**src/rtl/mem_wb_stage_reg.sv**
```systemverilog
// MEM/WB pipeline register with stall/flush, sub-word load extraction,
// a registered write-back mux and a retired-instruction counter.
module mem_wb_stage_reg #(
  parameter int DATA_W     = 32,
  parameter int REG_ADDR_W = 5,
  parameter int INSTR_W    = 32,
  parameter int CNT_W      = 32
) (
  input  logic                  clock,
  input  logic                  reset,
  input  logic                  mem_valid,
  input  logic                  mem_stall,
  input  logic                  mem_flush,
  input  logic [INSTR_W-1:0]    mem_instruction,
  input  logic                  mem_shouldWriteRegister,
  input  logic [REG_ADDR_W-1:0] mem_registerWriteAddress,
  input  logic                  mem_shouldWriteMemoryElseAluOutputToRegister,
  input  logic [1:0]            mem_loadSize,
  input  logic                  mem_loadUnsigned,
  input  logic [DATA_W-1:0]     mem_memoryData,
  input  logic [DATA_W-1:0]     mem_aluOutput,
  output logic                  wb_valid,
  output logic [INSTR_W-1:0]    wb_instruction,
  output logic                  wb_shouldWriteRegister,
  output logic [REG_ADDR_W-1:0] wb_registerWriteAddress,
  output logic [DATA_W-1:0]     wb_writeData,
  output logic                  wb_misaligned,
  output logic [CNT_W-1:0]      wb_retireCount
);

  localparam int OFF_W = (DATA_W == 64) ? 3 : 2;

  logic [OFF_W-1:0]  off;
  logic [DATA_W-1:0] sh_b;
  logic [DATA_W-1:0] sh_h;
  logic [DATA_W-1:0] sh_w;
  logic [DATA_W-1:0] load_data;
  logic [DATA_W-1:0] wdata;
  logic              load_sel;
  logic              is_dbl;
  logic              word_hi;
  logic              mis_raw;
  logic              mis;
  logic              we;

  assign off      = mem_aluOutput[OFF_W-1:0];
  assign load_sel = mem_shouldWriteMemoryElseAluOutputToRegister;
  assign is_dbl   = (DATA_W == 64) && (mem_loadSize == 2'b11);
  assign word_hi  = (DATA_W == 64) && off[OFF_W-1];

  // Lane selection as right shifts so every width stays in range.
  assign sh_b = mem_memoryData >> {off, 3'b000};
  assign sh_h = mem_memoryData >> {off[OFF_W-1:1], 4'b0000};
  assign sh_w = mem_memoryData >> {word_hi, 5'b00000};

  always_comb begin
    load_data = mem_memoryData;
    mis_raw   = 1'b0;
    unique case (1'b1)
      mem_loadSize == 2'b00: begin
        load_data = mem_loadUnsigned ? DATA_W'(sh_b[7:0])
                                     : DATA_W'($signed(sh_b[7:0]));
      end
      mem_loadSize == 2'b01: begin
        load_data = mem_loadUnsigned ? DATA_W'(sh_h[15:0])
                                     : DATA_W'($signed(sh_h[15:0]));
        mis_raw   = off[0];
      end
      is_dbl: begin
        load_data = mem_memoryData;
        mis_raw   = (off != '0);
      end
      default: begin
        load_data = mem_loadUnsigned ? DATA_W'(sh_w[31:0])
                                     : DATA_W'($signed(sh_w[31:0]));
        mis_raw   = (off[1:0] != 2'b00);
      end
    endcase
  end

  assign mis   = load_sel & mis_raw;
  assign wdata = load_sel ? load_data : mem_aluOutput;
  assign we    = mem_valid & mem_shouldWriteRegister
               & (mem_registerWriteAddress != '0) & ~mis;

  always_ff @(posedge clock or posedge reset) begin
    if (reset) begin
      wb_valid                <= 1'b0;
      wb_instruction          <= '0;
      wb_shouldWriteRegister  <= 1'b0;
      wb_registerWriteAddress <= '0;
      wb_writeData            <= '0;
      wb_misaligned           <= 1'b0;
      wb_retireCount          <= '0;
    end else if (mem_flush) begin
      wb_valid                <= 1'b0;
      wb_instruction          <= '0;
      wb_shouldWriteRegister  <= 1'b0;
      wb_registerWriteAddress <= '0;
      wb_writeData            <= '0;
      wb_misaligned           <= 1'b0;
    end else if (!mem_stall) begin
      wb_valid                <= mem_valid;
      wb_instruction          <= mem_instruction;
      wb_shouldWriteRegister  <= we;
      wb_registerWriteAddress <= mem_registerWriteAddress;
      wb_writeData            <= wdata;
      wb_misaligned           <= mem_valid & mis;
      if (mem_valid)
        wb_retireCount <= wb_retireCount + CNT_W'(1);
    end
  end

endmodule

```
**config.mk**
```make
export PLATFORM = sky130hd
export DESIGN_NAME = mem_wb_stage_reg
export DESIGN_NICKNAME = d
export VERILOG_FILES = /design/src/rtl/mem_wb_stage_reg.sv
export SDC_FILE = /design/constraint.sdc
export NUM_CORES = 1
export LEC_CHECK = 0
export ABC_AREA = 1
export CAP_MARGIN = 20
export CELL_PAD_IN_SITES_DETAIL_PLACEMENT = 0
export CELL_PAD_IN_SITES_GLOBAL_PLACEMENT = 1
export CORE_AREA = 5 5 132 134
export CTS_CLUSTER_DIAMETER = 200
export DETAILED_ROUTE_END_ITERATION = 10
export DIE_AREA = 0 0 137 139
export PLACE_DENSITY = 0.81
export SYNTH_ARGS = -nofsm -noshare
export SYNTH_HDL_FRONTEND = slang
export SYNTH_SLANG_ARGS = --single-unit
```
**constraint.sdc**
```tcl
create_clock -name clock -period 4.8 [get_ports clock]
set_clock_uncertainty 0.05 [all_clocks]
set_input_delay 0.48 -clock clock [delete_from_list [all_inputs] [get_ports clock]]
set_output_delay 0.48 -clock clock [all_outputs]
set_load 0.02 [all_outputs]
```
# Yosys cells after proc, flatten, opt, wreduce, memory -nomap -nowiden
# Cells that the tools add are included.
# classes
n_reduce_logical,4
bitwise,8
n_mux,17
n_eq_ne,2
shift,2
addsub,1
# ops
op,count
$mux 32,7
$pmux 32 s2,1
$add 32x1->32 const B,1
$shr 32x5->16,1
$shr 32x5->8,1
$mux 5,2
$mux 1,6
$and 1x1->1,5
$reduce_bool 5->1,1
$not 1->1,3
$reduce_and 3->1,1
$eq 2x1->1 const B,1
$logic_not 2->1,1
$ne 2x1->1 const B,1
$pmux 1 s2,1
$reduce_bool 2->1,1
# word_totals
elab_cells,41
out_inout_bits,104
in_bits,111
reg_bits,104

# Longest topological paths before layout
# depth
ltp_word,7
ltp_mapped,13
ltp_nobuf,11

# Least setup slack after synthesis
# OpenSTA, ideal clock, no wires.
# synth_timing
kind,register -> register
start,reg wb_retireCount[0]
end,reg wb_retireCount[26]
arrival_ps,1481
path_buffers,0
stages_incl_launch_ff,9
setup_slack_ps,3151
setup_time_ps,117
required_ps,4633
synth_period_minus_slack_ps,1649
cell_sequence,dfrtp_1 -> ha_1 -> nand2_2 -> nor3_4 -> nand3_2 -> nor2_2 -> nand2_1 -> nand2_1 -> nand2_1
# synth_via
elab_chain_cells,1
# synth_rtl
element,line_no,source
"start, declared",28,output logic [CNT_W-1:0] wb_retireCount
"start signal, assigned",110,wb_retireCount <= wb_retireCount + CNT_W'(1);
$add 32x1->32,110,
# No other way between the ends.
# A chain may end at the register's enable or synchronous reset.

# Worst setup path after layout
# layout_timing
start,in mem_loadSize[1]
end,reg wb_writeData[31]
# layout_via
elab_chain_cells,5
elab_cells_between_ends,6
classes_between,eq/ne: 1; mux: 4; reduce/logical: 1
# layout_rtl
element,line_no,source
"start, declared",18,"input logic [1:0] mem_loadSize,"
$eq 2x1->1 or $logic_not 2->1 (tied branches),"64, 60",
$pmux 32 s2 *,59,unique case (1'b1)
$mux 32 *,82,assign wdata = load_sel ? load_data : mem_aluOutput;
$mux 32 *,102,end else if (!mem_stall) begin
$mux 32 *,95,end else if (mem_flush) begin
"end signal, assigned",107,wb_writeData <= wdata;
"end, declared",26,"output logic [DATA_W-1:0] wb_writeData,"
# Every way passes the cells marked *; elsewhere a longest branch is shown, timed or not. The select of a mux whose other input is x is not followed.

==> results.yml <==
status:
  status: "complete, no violations"
finish:
  area_delta_synth_final_pct: 49.8
  drive_gt1_share_pct: 7.51
  fillers: 1591
  final_cell_mix: "nand2_1, clkdlybuf4s50_1, dfrtp_1"
  final_common_cell: "nand2_1"
  fin_nets: 946
synthesis:
  async_flop_share_pct: 100
  synthDistinctLibCells: 32
  netlist_instances: 633
  synth-edff-count: 0
  ys_warn_count: 0
  synth_top_area_share_pct: 49.0
  syn_area_per_cell_sq_um: 8.40
  synth_seq_cells: 104
  syn_nets: 745
  yosys.area.top_type: "dfrtp_1"
  netlist_top_cells_area: "dfrtp_1, nand2_1, a22o_1"
  syn_area_sq_um: 5320
  synthFlopType: "dfrtp_1"
  synth.yosys.seq_area_share_pct: 49.0
power:
  vdd_drop_max_mv: 0.162
  powerDensity_nw_per_um2: 276
  cellLeakagePower_nw: 3.69
clock_tree:
  ctsHtreeMaxLevel: 3
  cts_inserted_buffers: 9
  post_cts_buffers: 0
  clk_path_buf_depth: 2
  tritoncts_num_sinks: 104
  cts.root.buffer_cell: "clkbuf_16"
  clk_pin_slew_ns: 0.07
  ctsHoldBuffers: 0
  worstSkewPairLatency_ns: 0.34
  cts_resized: 0
  cts_tree: "yes"
critical_path:
  start_kind: "primary input"
  critPathMaxFanout: 25
  reg2reg_slack_ns: 3.03
  arrival_ns: 2.79
  startpoint: "mem_loadSize[1]"
  reg2regPathDepth: 7
  timing.rr.end: "wb_retireCount[27]$_DFFE_PP0P_"
  reg2reg_from: "wb_retireCount[4]$_DFFE_PP0P_"
  crit_type: "primary input to flip-flop"
  cp-end-kind: "flip-flop"
  critPathRequiredTime_ns: 4.98
sta:
  rsz0062_at_grt: "no"
  setup_viol: 0
  finalSetupTns_ns: 0
  period_share_pct: 54.3
  finalCriticalPeriod_ns: 2.60
  relSlewSlack_pct: 31.8
  worstMarginPinSlew_ns: 1.02
  drv_slew: 0
  hold_viol_final: 0
  fmax_mhz: 384
  hold_ws_ns: 0.352
detailed_routing:
  routed.top_layer: "met4"
  drtAntennaViolNets: 0
  drt_iter0_markers: 176
  wl_mm: 17.8
  routed-wl-met2_mm: 7.98
  met1_length_mm: 8.20
  drtPass1Iterations: 4
  wire_per_inst_um: 16.8
  remaining_drc_errors: 0
  viasPerCell: 4.72
  vias: 4998
  wl_met3_mm: 1.27
die:
  initial_core_util_pct: 32.9
  die-area_sq_um: 19000
  die_w_um: 137
  coreArea_sq_um: 16200
  die_h_um: 139
  ioPinCount: 215
  row_count: 47
global_route:
  grt_overflow: 0
  grt_pass1_wl_mm: 27.9
  antenna_found_initial: 1
  grt_pass1_vias: 4845
  grt_usage_pct: 18.6
  grt_max_degree: 81
place:
  port_buffers: 214
  place.gp.congestion: 0.887
  dp_hpwl_mm: 13.3
min_path:
  min_path_type: "primary input to asynchronous set/reset pin"
flow_run:
  max_cap_violations: 0
## kinds of logic (layout without fill, tap and decap cells)
logic type	count (synthesis)	in the layout	share of synthesized area, %
buffers and inverters	69	275	5.48
other	0	1	0
XOR/XNOR	28	28	4.61
adder cells (fa/ha/maj)	1	1	0.235
AO/OA/AOI/OAI	71	71	9.81
flip-flops	104	104	49.0
AND/OR/NAND/NOR	360	360	30.9
## cell usage after synthesis (all sizes together), types with 10 or more instances
| cell | n |
|---|---|
| a22o | 34 |
| buf | 12 |
| clkbuf | 17 |
| dfrtp | 104 |
| inv | 40 |
| nand2 | 252 |
| nand3 | 37 |
| nand4 | 13 |
| nor2 | 34 |
| nor3 | 11 |
| o211ai | 12 |
| o21ai | 14 |
| or2 | 10 |
| xor2 | 19 |
## power by group
group / internal [W] / switching [W] / total, W
Clock: 0.000409 / 0.000328 / 0.000736
Combinational: 0.000237 / 0.000250 / 0.000487
Sequential: 0.000929 / 0.0000469 / 0.000976
## layout make-up
cell class | count | area, sq um | area share [%]
Sequential cell | 104 | 2600 | 32.7
Multi-Input combinational cell | 460 | 2440 | 30.6
Timing Repair Buffer | 219 | 2200 | 27.6
Tap cell | 220 | 275 | 3.46
Clock buffer | 12 | 236 | 2.97
Inverter | 40 | 158 | 1.98
Clock inverter | 4 | 53.8 | 0.675
Antenna cell | 1 | 2.50 | 0.0314
## flip-flops by register name (all words and copies together) (netlist names)
signal	flops
wb_writeData	32
wb_misaligned	1
wb_instruction	32
wb_shouldWriteRegister	1
wb_valid	1
wb_retireCount	32
wb_registerWriteAddress	5
## stage by stage
step	util (%)	total power (W)	setup WS [ns]	area, sq um	instances
after floorplan	-	0.00122	1.54	5320	633
after global placement	47.3	0.00148	1.92	7640	1042
after detailed placement	47.3	0.00148	1.86	7640	1042
after CTS	49.1	0.00223	2.23	7940	1058
after global routing	49.3	0.00233	1.97	7970	1060
final	49.3	0.00220	2.20	7970	1060
## per-layer routing
layer | global-route usage [%] | up-vias
met2 | 28.2 | 158
met1 | 26.3 | 2353
li1 | - | 2469
met5 | 0 | -
met4 | 6.14 | 0
met3 | 4.03 | 18
## critical path, cell delays in order
cell,delay (ns)
clkdlybuf4s50_1,1.14
inv_6,0.12
nand2_4,0.17
nor2_8,0.05
nand2_2,0.07
nand2_2,0.06
nand2_4,0.12
nand3_4,0.23
nand2_1,0.13
nand2_1,0.05
nand3_1,0.08
nand2_1,0.06
## how the worst max path moves through the flow
stage,to,slack (ns)
detailed placement,wb_writeData[31]$_DFFE_PP0P_,1.86
floorplan,wb_instruction[0]$_DFFE_PP0P_,1.54
global placement,wb_writeData[31]$_DFFE_PP0P_,1.92
CTS,wb_writeData[31]$_DFFE_PP0P_,2.23
global route,wb_writeData[31]$_DFFE_PP0P_,1.97
finish,wb_writeData[31]$_DFFE_PP0P_,2.20
(Power assumes the default switching activity.)
